`src/rtl/dtw_query_dispatcher.sv`:
```
// dtw_query_dispatcher
//
// Takes AXI-Stream queries (one tlast-framed packet per query), picks a free dtw_core lane
// round-robin, and streams exactly SQG_SIZE unpacked samples into that lane's source FIFO.
// Long queries are truncated and short ones are padded by repeating the last sample, or with
// zeros if the query carried no sample at all. A query ID goes out with the lane start pulse.
//
// Ports
//   s00_axis_aclk / s00_axis_aresetn  clock, synchronous active-low reset
//   s00_axis_t*                       AXI-Stream slave; sample lane 0 sits in the LSBs
//   enable                            dispatch enable, looked at only while idle
//   core_busy / core_full             per-lane running / source-FIFO-full status
//   core_start / core_wren            per-lane start pulse / sample write strobe
//   core_data / core_qid              shared sample bus / ID of the query in flight
//   stat_queries/_trunc/_padded       saturating completion counters

module dtw_query_dispatcher #(
    parameter int unsigned C_S00_AXIS_TDATA_WIDTH = 32,
    parameter int unsigned width                  = 16,
    parameter int unsigned NUM_CORES              = 4,
    parameter int unsigned SQG_SIZE               = 250,
    parameter int unsigned QID_WIDTH              = 8
) (
    input  logic                                s00_axis_aclk,
    input  logic                                s00_axis_aresetn,
    output logic                                s00_axis_tready,
    input  logic [C_S00_AXIS_TDATA_WIDTH-1:0]   s00_axis_tdata,
    input  logic [C_S00_AXIS_TDATA_WIDTH/8-1:0] s00_axis_tstrb,
    input  logic                                s00_axis_tlast,
    input  logic                                s00_axis_tvalid,
    input  logic                                enable,
    input  logic [NUM_CORES-1:0]                core_busy,
    input  logic [NUM_CORES-1:0]                core_full,
    output logic [NUM_CORES-1:0]                core_start,
    output logic [NUM_CORES-1:0]                core_wren,
    output logic [width-1:0]                    core_data,
    output logic [QID_WIDTH-1:0]                core_qid,
    output logic [31:0]                         stat_queries,
    output logic [15:0]                         stat_trunc,
    output logic [15:0]                         stat_padded
);

    localparam int unsigned Spw   = C_S00_AXIS_TDATA_WIDTH / width;
    localparam int unsigned Bpl   = width / 8;
    localparam int unsigned CurW  = (NUM_CORES > 1) ? $clog2(NUM_CORES) : 1;
    localparam int unsigned LaneW = (Spw > 1) ? $clog2(Spw) : 1;
    localparam int unsigned CntW  = $clog2(SQG_SIZE + 1);
    localparam logic [CntW-1:0] SqgCnt   = CntW'(SQG_SIZE);
    localparam logic [CurW-1:0] LastCore = CurW'(NUM_CORES - 1);

    typedef enum logic [2:0] {StIdle, StStart, StStream, StPad, StDone} state_e;

    state_e                              state_q, state_d;
    logic [CurW-1:0]                     cur_q, cur_d;
    logic [CurW-1:0]                     rr_q, rr_d;
    logic [QID_WIDTH-1:0]                qid_q, qid_d;
    logic [CntW-1:0]                     cnt_q, cnt_d;
    logic [width-1:0]                    last_q, last_d;
    logic                                trunc_q, trunc_d;
    logic                                padded_q, padded_d;
    logic                                buf_full_q, buf_full_d;
    logic [Spw-1:0]                      buf_mask_q, buf_mask_d;
    logic                                buf_last_q, buf_last_d;
    logic [C_S00_AXIS_TDATA_WIDTH-1:0]   buf_data_q, buf_data_d;
    logic [width-1:0]                    data_q, data_d;
    logic [31:0]                         stat_queries_q, stat_queries_d;
    logic [15:0]                         stat_trunc_q, stat_trunc_d;
    logic [15:0]                         stat_padded_q, stat_padded_d;

    logic                                pick_found;
    logic [CurW-1:0]                     pick_idx;
    logic                                sel_found;
    logic [LaneW-1:0]                    sel_idx;
    logic [width-1:0]                    sel_sample;
    logic [Spw-1:0]                      mask_rest;
    logic [Spw-1:0]                      strb_mask;
    logic                                start_pulse;
    logic                                wr_en;
    logic [width-1:0]                    wr_data;

    // First free lane at or after the round-robin pointer, wrapping.
    always_comb begin
        int unsigned idx;
        pick_found = 1'b0;
        pick_idx   = '0;
        for (int unsigned i = 0; i < NUM_CORES; i++) begin
            idx = (32'(rr_q) + i) % NUM_CORES;
            if (!pick_found && !core_busy[CurW'(idx)]) begin
                pick_found = 1'b1;
                pick_idx   = CurW'(idx);
            end
        end
    end

    // Lowest pending lane of the buffered word; invalid lanes were never marked pending.
    always_comb begin
        sel_found  = 1'b0;
        sel_idx    = '0;
        sel_sample = '0;
        mask_rest  = buf_mask_q;
        for (int unsigned l = 0; l < Spw; l++) begin
            if (!sel_found && buf_mask_q[l]) begin
                sel_found    = 1'b1;
                sel_idx      = LaneW'(l);
                sel_sample   = buf_data_q[l*width +: width];
                mask_rest[l] = 1'b0;
            end
        end
    end

    // A lane counts only when every one of its byte strobes is set.
    always_comb begin
        strb_mask = '0;
        for (int unsigned l = 0; l < Spw; l++) begin
            strb_mask[l] = &s00_axis_tstrb[l*Bpl +: Bpl];
        end
    end

    always_comb begin
        state_d        = state_q;
        cur_d          = cur_q;
        rr_d           = rr_q;
        qid_d          = qid_q;
        cnt_d          = cnt_q;
        last_d         = last_q;
        trunc_d        = trunc_q;
        padded_d       = padded_q;
        buf_full_d     = buf_full_q;
        buf_mask_d     = buf_mask_q;
        buf_last_d     = buf_last_q;
        buf_data_d     = buf_data_q;
        stat_queries_d = stat_queries_q;
        stat_trunc_d   = stat_trunc_q;
        stat_padded_d  = stat_padded_q;
        s00_axis_tready = 1'b0;
        start_pulse    = 1'b0;
        wr_en          = 1'b0;
        wr_data        = last_q;

        unique case (state_q)
            StIdle: begin
                if (enable && pick_found) begin
                    cur_d   = pick_idx;
                    state_d = StStart;
                end
            end
            StStart: begin
                start_pulse = 1'b1;
                cnt_d       = '0;
                last_d      = '0;
                trunc_d     = 1'b0;
                padded_d    = 1'b0;
                state_d     = StStream;
            end
            StStream: begin
                s00_axis_tready = !buf_full_q;
                if (!buf_full_q) begin
                    if (s00_axis_tvalid) begin
                        buf_full_d = 1'b1;
                        buf_data_d = s00_axis_tdata;
                        buf_mask_d = strb_mask;
                        buf_last_d = s00_axis_tlast;
                    end
                end else if (!sel_found) begin
                    // Word with no valid lane: drained in a single cycle.
                    buf_full_d = 1'b0;
                    if (buf_last_q) begin
                        state_d = (cnt_q < SqgCnt) ? StPad : StDone;
                    end
                end else if (!core_full[cur_q]) begin
                    if (cnt_q < SqgCnt) begin
                        wr_en   = 1'b1;
                        wr_data = sel_sample;
                        cnt_d   = cnt_q + 1'b1;
                        last_d  = sel_sample;
                    end else begin
                        trunc_d = 1'b1;
                    end
                    buf_mask_d = mask_rest;
                    if (mask_rest == '0) begin
                        buf_full_d = 1'b0;
                        if (buf_last_q) begin
                            state_d = (cnt_d < SqgCnt) ? StPad : StDone;
                        end
                    end
                end
            end
            StPad: begin
                padded_d = 1'b1;
                if (!core_full[cur_q]) begin
                    wr_en   = 1'b1;
                    wr_data = last_q;
                    cnt_d   = cnt_q + 1'b1;
                    if (cnt_d == SqgCnt) begin
                        state_d = StDone;
                    end
                end
            end
            StDone: begin
                if (stat_queries_q != '1) stat_queries_d = stat_queries_q + 1'b1;
                if (trunc_q && stat_trunc_q != '1) stat_trunc_d = stat_trunc_q + 1'b1;
                if (padded_q && stat_padded_q != '1) stat_padded_d = stat_padded_q + 1'b1;
                qid_d   = qid_q + 1'b1;
                rr_d    = (cur_q == LastCore) ? '0 : cur_q + 1'b1;
                state_d = StIdle;
            end
            default: state_d = StIdle;
        endcase
    end

    // The shared bus keeps the last written sample between writes.
    always_comb begin
        data_d        = wr_en ? wr_data : data_q;
        core_data     = data_d;
        core_start    = '0;
        core_start[cur_q] = start_pulse;
        core_wren     = '0;
        core_wren[cur_q]  = wr_en;
        core_qid      = qid_q;
        stat_queries  = stat_queries_q;
        stat_trunc    = stat_trunc_q;
        stat_padded   = stat_padded_q;
    end

    always_ff @(posedge s00_axis_aclk) begin
        if (!s00_axis_aresetn) begin
            state_q        <= StIdle;
            cur_q          <= '0;
            rr_q           <= '0;
            qid_q          <= '0;
            cnt_q          <= '0;
            last_q         <= '0;
            trunc_q        <= 1'b0;
            padded_q       <= 1'b0;
            buf_full_q     <= 1'b0;
            buf_mask_q     <= '0;
            buf_last_q     <= 1'b0;
            buf_data_q     <= '0;
            data_q         <= '0;
            stat_queries_q <= '0;
            stat_trunc_q   <= '0;
            stat_padded_q  <= '0;
        end else begin
            state_q        <= state_d;
            cur_q          <= cur_d;
            rr_q           <= rr_d;
            qid_q          <= qid_d;
            cnt_q          <= cnt_d;
            last_q         <= last_d;
            trunc_q        <= trunc_d;
            padded_q       <= padded_d;
            buf_full_q     <= buf_full_d;
            buf_mask_q     <= buf_mask_d;
            buf_last_q     <= buf_last_d;
            buf_data_q     <= buf_data_d;
            data_q         <= data_d;
            stat_queries_q <= stat_queries_d;
            stat_trunc_q   <= stat_trunc_d;
            stat_padded_q  <= stat_padded_d;
        end
    end

endmodule

```
`config.mk`:
```
export PLATFORM = sky130hd
export DESIGN_NAME = dtw_query_dispatcher
export DESIGN_NICKNAME = d
export VERILOG_FILES = /design/src/rtl/dtw_query_dispatcher.sv
export SDC_FILE = /design/constraint.sdc
export NUM_CORES = 1
export LEC_CHECK = 0
export BUFFER_PORTS_ARGS = -buffer_cell sky130_fd_sc_hd__buf_4
export CAP_MARGIN = 20
export CORE_AREA = 2 2 101 176
export DETAILED_ROUTE_END_ITERATION = 12
export DIE_AREA = 0 0 103 178
export GPL_ROUTABILITY_DRIVEN = 0
export PLACE_DENSITY = 0.81
export SETUP_SLACK_MARGIN = 0.2
export SYNTH_ARGS = -nofsm -noshare
export SYNTH_HDL_FRONTEND = slang
export SYNTH_SLANG_ARGS = --single-unit
export TNS_END_PERCENT = 10
```
`constraint.sdc`:
```
create_clock -name s00_axis_aclk -period 2.38 [get_ports s00_axis_aclk]
set_input_delay 0.119 -clock s00_axis_aclk [delete_from_list [all_inputs] [get_ports s00_axis_aclk]]
set_output_delay 0.119 -clock s00_axis_aclk [all_outputs]
set_load 0.01 [all_outputs]
```
# Yosys cells after proc, flatten, opt, wreduce, memory -nomap -nowiden
# Index checks and enable logic that the tools add are counted.
word_totals:
  regBits: 157
  inputBits: 49
  output_inout_bits: 97
  wordCells: 168
classes:
  n_addsub: 9
  n_lt_le_gt_ge: 8
  n_eq_ne: 22
  mux: 78
  n_bitwise: 3
  reduce_logical: 32
op_table:
  columns: ["op", "n"]
  rows:
  - ["16-bit two-way mux", 8]
  - ["8-bit two-way mux", 9]
  - ["3-bit two-way mux", 11]
  - ["16-bit by 1-bit adder with 16-bit output, second input constant", 2]
  - ["32-bit by 1-bit adder with 32-bit output, second input constant", 1]
  - ["16-bit != test, second input constant", 2]
  - ["32-bit != test, second input constant", 1]
  - ["16-bit one-hot mux with 2 select lines", 1]
  - ["1-bit two-way mux", 29]
  - ["8-bit one-hot mux with 3 select lines", 1]
  - ["2-bit two-way mux", 9]
  - ["8-bit by 1-bit adder with 8-bit output, second input constant", 2]
  - ["8-bit less-than comparator, second input constant", 2]
  - ["2-bit != test, second input constant", 8]
  - ["2-bit by 3-bit less-than comparator with 1-bit output, second input constant", 5]
  - ["3-bit one-hot mux with 4 select lines", 1]
  - ["2-bit AND reduction", 6]
  - ["1-bit binary-select mux with 2-bit select", 5]
  - ["5-bit AND reduction", 2]
  - ["3-bit != test, second input constant", 3]
  - ["4-bit AND", 2]
  - ["8-bit equality test, second input constant", 1]
  - ["1-bit logical AND", 8]
  - ["8-bit AND reduction", 1]
  - ["other kinds (19)", 32]

# Logic depth before layout (Yosys ltp)
# Gate-level depths: netlist of the first run.
logic_depth:
  word_depth: 15
  ltp_mapped: 8
  ltp_nobuf: 6

# Worst setup path before layout of the first run
# No wires, ideal clock.
synth_timing:
  path_type: "register to register"
  startpoint: "reg stat_queries_q[0] (netlist: stat_queries[0])"
  endpoint: "reg stat_queries_q[28] (netlist: stat_queries[28])"
  setup_time_ps: 59
  arrival_time_ps: 2455
  required_time_ps: 2321
  slack_ps: -134
  path_stages_with_launch: 9
  n_path_buf: 2
  period_less_slack_ps: 2514
  path_cell_list: "dfxtp_1 > ha_1 > nand2_1 > or3_2 > clkbuf_4 > or4b_1 > buf_2 > or4_1 > nand2_1"
synth_between:
  elab_chain_cells: 2
  word_cells_on_any_way: 3
  classes_between: "1 x add/sub; 1 x eq/ne; 1 x reduce/logical"
synth_lines:
  columns: ["element", "line_no", "text"]
  rows:
  - ["from (decl)", "66", "logic [31:0] stat_queries_q, stat_queries_d;"]
  - ["from (signal assigned)", "257", "stat_queries_q <= stat_queries_d;"]
  - ["branches (longest 2 deep; another with 32-bit by 1-bit adder with 32-bit output)", null, null]
# Several ways; the timed one is not identified.
# A chain may end at the register's enable or synchronous reset.

# Worst setup path in the final report of the first run
layout_timing:
  startpoint: "reg cur_q[0]"
  endpoint: "out core_data[15]"
layout_between:
  elab_chain_cells: 7
  word_cells_on_any_way: 12
  classes_between: "12 x mux"
layout_lines:
  columns: ["element", "line_no", "text"]
  rows:
  - ["from (decl)", "54", "logic [CurW-1:0] cur_q, cur_d;"]
  - ["from (signal assigned)", "245", "cur_q <= cur_d;"]
  - ["1-bit binary-select mux with 2-bit select *", "170, 190", null]
  - ["1-bit two-way mux (implied by the code) *", "170, 190", null]
  - ["1-bit two-way mux or 16-bit two-way mux (tied branches)", "170", "end else if (!core_full[cur_q]) begin"]
  - ["1-bit two-way mux or 16-bit two-way mux (tied branches)", "164", "end else if (!sel_found) begin"]
  - ["1-bit two-way mux or 16-bit two-way mux (tied branches)", "157", "if (!buf_full_q) begin"]
  - ["1-bit one-hot mux with 2 select lines or 16-bit two-way mux (tied branches)", null, null]
  - ["16-bit two-way mux *", "213", "data_d = wr_en ? wr_data : data_q;"]
  - ["to (decl)", "36", "output logic [width-1:0] core_data,"]
# Every way passes the cells marked *; elsewhere a longest branch is shown, timed or not. The select of a mux whose other input is x is not followed.

==> summary.txt, run 1 <==
status = finished, violations left
failing checks = negative setup slack
post-synth top area cell = dfxtp_1
Vias/cell = 5.498
Worst-path clk slew = 70 ps
pre-CTS setup slack = 110.6 ps
CP Capture Type = output pin
H-tree lvl count = 4
largest net degree at the start of global routing = 68
n_diodes = 0
Reg-to-Reg End = stat_queries[30]
io pins = 146
die area = 18330 um^2
Layout Skew = 14.96 ps
Distinct cells, synth = 63
YS warnings = 0
Finished Core Util = 0.6061
top-area cell type share of the netlist area = 0.4181
vias in the first global route = 7358
min Tclk post-route = 2526 ps
crit path cell chain = mux4_2 -> buf_6 -> a2111o_1 -> buf_12 -> nand2_1 -> a21o_1 -> nand2_1 -> buf_6
Syn Nets = 1035
Synth area leaders = dfxtp_1 42%, nand2_1 11%, a21oi_1 6.8%
Hold Crit Endpoint = buf_mask_q[1]
pwr/cell area = 657.3 nW/um^2
Critical Path RT = 2260 ps
P&R area growth vs syn = 36.02%
MaxCap Viol Count = 0
initial antenna violation count = 0
grt total ovfl = 0
Num CTS Buffers = 17
r2r setup slk = 80 ps
final-report hold violation count = 0
Min-Delay Path Class = in2reg
CP Max Fanout = 16
Clock Path Buffers = 2
Crit Path Class = reg2out
Fmax = 395.8 MHz
Lkg Pwr = 3.841 nW
prevailing post-synth register cell = dfxtp_1
I/O Buffers = 145
CP startpoint kind = flop
gr usage total = 0.2378
R2R cell count = 5
post-DP HPWL = 15360 um
Post-Route WL = 22220 um
placement-stage cell area = 9052 um^2
#FFs+latches synth = 157
fin area = 10220 um^2
Post-Syn Area = 7517 um^2
TritonCTS clock tree = built
DRT antenna net count = 0
clock sinks = 157
R2R Path Start = stat_queries[3]
EDFF count, synth = 0
via count = 7692
dpl cells = 1331
WL/cell = 15.88 um
TritonRoute pass-1 iters = 6
slowest stage delay, CP = 540 ps
Worst Tran Pin Value = 728.2 ps
die height = 178 um
RSZ-0062 raised after global routing = yes
share of layout cells above drive strength 1 = 0.2449
core area = 16870 um^2
CTS Root Cell = clkbuf_16
site row count = 63
Max IR drop VDD = 469.5 uV
1st-iter DRT viols = 316
first-pass GRT wire length = 34580 um
Slew HR = 0.5145
Final Setup Violations = 20
final setup margin = -146.3 ps
Tcrit/Tclk final = 1.061
post-synthesis sequential area ratio = 0.4181
Slowest cell on crit path = mux4_2
Power Total = 6.721 mW
Syn Inst Count = 976
setup TNS = -1956 ps
Worst Hold Launch = s00_axis_tstrb[3]
Non-Filler Instances = 1399
Hold Slack = 38.50 ps
Die X = 103 um
arrival time at the worst endpoint = 2410 ps
NumNets Final = 1218
Synth Area per Inst = 7.702 um^2
hold depth = 3
Initial Utilization = 0.4456
Worst-Skew Late Latency = 430 ps
Post-synth ARST share = 0
Max Slew Vio Count = 0
number of remaining DRC errors = 0
==> worst max path at each step <==
stage	startpoint	endpoint	slack, ps	cells past startpoint
after global placement	stat_queries[9]	stat_queries[30]	140	5
after CTS	cur_q[0]	core_data[14]	-150	8
after floorplan	stat_queries[9]	stat_queries[28]	80	7
after global routing	cur_q[0]	core_data[14]	-230	8
after detailed placement	stat_queries[9]	stat_queries[26]	110	5
final	cur_q[0]	core_data[15]	-150	8
==> metal layers <==
metal,track usage,vias to the layer above,part of all wire,wire length [um]
li1,-,3767,-,-
met1,0.2418,3586,0.36,8028
met2,0.4489,270,0.55,12210
met3,0.03879,69,0.047,1044
met4,0.1239,0,0.042,937
met5,0,-,0,0
==> placed cells by master (no fill, tap or decap), types with 4 or more instances in the layout <==
cell             n
a31oi_1          6
dlygate4sd3_1   33
or3_1           15
a21o_1          16
dfxtp_1        142
clkbuf_16       17
nand2b_1         7
dfxtp_2          8
o211ai_1         9
and3_1          10
buf_6           11
xor2_1          19
a21oi_1        100
nand2_1        202
nand4_1         17
or4_1            5
and2_1          10
nor4_1          10
inv_8            5
nand3_1         52
nor3_2           4
nor3b_1          5
o21ai_0         50
nor2_1          74
nand2_2         12
nor2b_1          4
inv_1           10
dfxtp_4          7
xnor2_1         30
buf_4          175
clkinv_4         4
nor3_1          17
mux2i_1          5
or4_4            4
ha_1             9
==> cells by family after synthesis <==
family	synth area share
xor gates and xnor gates	0.05826
AOI/OAI and AO/OA	0.1651
buffers and inverters	0.03662
muxes	0.009654
DFF	0.4181
adders and majority gates	0.01798
and+or+nand+nor	0.2943
==> area by class of cell <==
class / count / area [um^2]
Clock buffer: 17 / 425.4
Timing Repair Buffer: 222 / 1841
Inverter: 11 / 43.79
Multi-Input combinational cell: 750 / 4285
Clock inverter: 15 / 166.4
Fill cell: 1487 / 6644
Sequential cell: 157 / 3179
Tap cell: 227 / 284.0
==> sequential cells by signal, summed over array words and instances, names as in the netlist <==
signal,flops
buf_full_q,1
buf_mask_q,2
cur_q,2
state_q,3
buf_last_q,1
padded_q,1
last_q,16
rr_q,2
buf_data_q,32
data_q,16
trunc_q,1
core_qid,8
stat_trunc,16
cnt_q,8
stat_queries,32
stat_padded,16
==> synthesized netlist by cell type, types with 5 or more instances <==
library cell  count
nand2_1         214
dfxtp_1         157
a21oi_1         102
nor2_1           74
nand3_1          53
o21ai_0          50
clkbuf_1         49
xnor2_1          31
nor3_1           21
xor2_1           19
nand4_1          17
a21o_1           16
or3_1            16
nor4_1           12
inv_1            11
and2_1           10
and3_1           10
ha_1             10
o211ai_1          9
or4_1             8
nand2b_1          7
a31oi_1           6
nor3b_1           6
mux2i_1           5
==> timing repair <==
action | 4_1_cts | 5_1_grt
buffers inserted | 2 | 0
setup endpoints to repair | 28 | 48
pin swaps | 20 | 7
resized for setup | 25 | 27
endpoints found under the hold margin | 33 | 0
gates cloned | 1 | 0
hold buffers | 33 | 0
==> worst max-delay path: cells and delay by family, from the launching register on <==
family	cells	cell delay [ps]
compound gates	2	480
buf+inv	3	460
flops	1	340
mux	1	540
simple gates	2	160
==> power by group <==
part | switching, mW | leakage (nW) | total, mW | internal, mW
combinational | 0.703 | 2.27 | 1.18 | 0.480
clock | 1.29 | 0.290 | 2.70 | 1.41
sequential | 0.0893 | 1.28 | 2.83 | 2.75
total | 2.08 | 3.84 | 6.72 | 4.64
Note: power is estimated with default switching activity, not from simulation.
==> run 2, diff against run 1 <==
--- a/config.mk
+++ b/config.mk
@@ -7,11 +7,13 @@
 export LEC_CHECK = 0
 export BUFFER_PORTS_ARGS = -buffer_cell sky130_fd_sc_hd__buf_4
 export CAP_MARGIN = 20
-export CORE_AREA = 2 2 101 176
+export CELL_PAD_IN_SITES_DETAIL_PLACEMENT = 0
+export CELL_PAD_IN_SITES_GLOBAL_PLACEMENT = 2
+export CORE_AREA = 2 2 125 218
 export DETAILED_ROUTE_END_ITERATION = 12
-export DIE_AREA = 0 0 103 178
+export DIE_AREA = 0 0 127 220
 export GPL_ROUTABILITY_DRIVEN = 0
-export PLACE_DENSITY = 0.81
+export PLACE_DENSITY = 0.88
 export SETUP_SLACK_MARGIN = 0.2
 export SYNTH_ARGS = -nofsm -noshare
 export SYNTH_HDL_FRONTEND = slang
==> summary.txt, run 2 (synthesis results as in run 1) <==
status = finished, violations left
failing checks = negative setup slack
MaxCap Viol Count = 0 (unchanged)
number of remaining DRC errors = 0 (unchanged)
R2R cell count = 7 (+2)
Initial Utilization = 0.2859 (-0.1597)
CTS Root Cell = clkbuf_16
die height = 220 um (+24%)
slowest stage delay, CP = 570 ps (+30 ps)
power share of the combinational group = 0.179 (+0.003)
TritonCTS clock tree = built
hold depth = 2 (-1)
Clock Power Share = 0.410 (+0.008)
RSZ-0062 raised after global routing = yes
n_diodes = 0 (unchanged)
arrival time at the worst endpoint = 2440 ps (+30 ps)
Vias/cell = 4.944 (-10%)
most frequent cells in the layout = 206 x nand2_1, 196 x buf_4, 143 x dfxtp_1
Max Slew Vio Count = 0 (unchanged)
H-tree lvl count = 4 (unchanged)
via count = 7480 (-2.8%)
CP Capture Type = output pin
Final Setup Violations = 20 (unchanged)
Crit Path Class = reg2out
Post-Route WL = 23670 um (+6.5%)
largest net degree at the start of global routing = 59 (-13%)
Num CTS Buffers = 17 (unchanged)
Clock Path Buffers = 2 (unchanged)
Worst-Skew Late Latency = 440 ps (about the same)
Sw Pwr = 1.986 mW (-4.6%)
Flop pwr share = 0.411 (-0.011)
grt total ovfl = 0 (unchanged)
pwr/cell area = 656.6 nW/um^2 (-0.11%)
Tcrit/Tclk final = 1.076 (+0.01430)
Slew HR = 0.5294 (+0.01487)
Fmax = 390.6 MHz (-1.3%)
Critical Path RT = 2260 ps (about the same)
site row count = 79 (+25%)
final setup margin = -180.3 ps (-34.03 ps)
crit path buf inv count = 2 (-1)
die area = 27940 um^2 (+52%)
Min-Delay Path Class = in2reg
I/O Buffers = 145 (unchanged)
CP startpoint kind = flop
commonest non-fill, non-tap cell in the layout = nand2_1
io pins = 146 (unchanged)
first-pass GRT wire length = 36920 um (+6.8%)
Lkg Pwr = 3.949 nW (+2.8%)
initial antenna violation count = 0 (unchanged)
internal power = 4.896 mW (+5.5%)
1st-iter DRT viols = 297 (-6.0%)
gr usage total = 0.1692 (-0.06860)
post-DP HPWL = 17340 um (+13%)
Worst Tran Pin Value = 705.9 ps (-22.30 ps)
DRT antenna net count = 0 (unchanged)
TritonRoute pass-1 iters = 6 (unchanged)
crit path cell chain = mux4_2 -> a221oi_4 -> nand3_2 -> buf_12 -> a21o_1 -> nand2_1 -> buf_4
CP delay by family, top = multiplexers
Max IR drop VDD = 487.4 uV (+3.8%)
Layout Skew = 6.972 ps (-7.986 ps)
switching share of power = 0.2885 (-0.02120)
fill cell count = 2760 (+86%)
CP Depth = 7 (-1)
Die X = 127 um (+23%)
min Tclk post-route = 2560 ps (+34.03 ps)
Slowest cell on crit path = mux4_2
Worst-path clk slew = 60 ps (about the same)
Hold Slack = 43.04 ps (+4.536 ps)
vias in the first global route = 7212 (-2.0%)
CP Max Fanout = 32 (+16)
core area = 26290 um^2 (+56%)
WL/cell = 15.65 um (-1.5%)
clock sinks = 157 (unchanged)
Power Total = 6.882 mW (+2.4%)
NumNets Final = 1235 (+1.4%)
final-report hold violation count = 0 (unchanged)
share of layout cells above drive strength 1 = 0.2506 (+0.005750)
P&R area growth vs syn = 39.43%
[run 2: repair_timing]
| item | 4_1_cts | 5_1_grt |
|---|---|---|
| hold endpoints to repair | 34 | 0 |
| pin swaps | 6 | 14 |
| endpoints found under the setup margin | 62 | 47 |
| hold buffers | 35 | 0 |
| gates resized for setup | 19 | 29 |
| buffers inserted | 1 | 0 |
[run 2: worst paths after layout]
check | slack, ps | end | startpoint
worst max-delay path | -180 | core_data[3] | cur_q[0]
worst min-delay path | 40 | stat_queries[6] | s00_axis_aresetn
worst max register to register | 90 | stat_queries[17] | state_q[2]
worst min register to register | 460 | buf_data_q[4] | buf_data_q[4]
[run 2: worst reg2reg max path, cell delays in order, from the launching register on]
cell and delay, ps:
dfxtp_2 360, or3b_4 450, nor4_4 310, buf_4 200, o31ai_2 70, buf_4 180, or4_4 540, a21oi_2 120
[run 2: cell type report]
cell class / instances / area, um^2 / share of cell area
Multi-Input combinational cell: 750 / 4310 / 0.4112
Sequential cell: 157 / 3176 / 0.3030
Timing Repair Buffer: 239 / 1947 / 0.1857
Clock buffer: 18 / 429.2 / 0.04095
Tap cell: 324 / 405.4 / 0.03868
Clock inverter: 14 / 170.2 / 0.01623
Inverter: 11 / 43.79 / 0.004178
[run 2: through the flow]
stage | TNS [ps] | area (um^2) | setup WS (ps) | utilization | std cells
4_1_cts | -4113 | 10360 | -231.9 | 0.3941 | 1513
6_report | -2990 | 10480 | -180.3 | 0.3986 | 1513
3_5_place_dp | 0 | 9326 | 11.23 | 0.3547 | 1445
5_1_grt | -5480 | 10480 | -328.0 | 0.3986 | 1513
2_1_floorplan | 0 | 7597 | 79.17 | - | 976
3_3_place_gp | 0 | 9326 | 28.34 | 0.3547 | 1445
[run 2: power groups by stage]
stage	clock network, mW	logic (mW)	registers [mW]
2_1_floorplan	0	0.693	2.87
3_3_place_gp	0	1.15	2.88
3_5_place_dp	0	1.16	2.89
4_1_cts	2.91	1.24	2.83
5_1_grt	3.00	1.37	2.84
6_report	2.82	1.23	2.83
[run 2: layer usage]
layer	wire length, um	GRT usage	share of wire	vias to the layer above
li1	-	-	-	3801
met2	13300	0.3328	0.56	147
met4	711	0.07399	0.030	0
met3	680	0.03253	0.029	38
met5	0	0	0	-
met1	8978	0.1696	0.38	3494
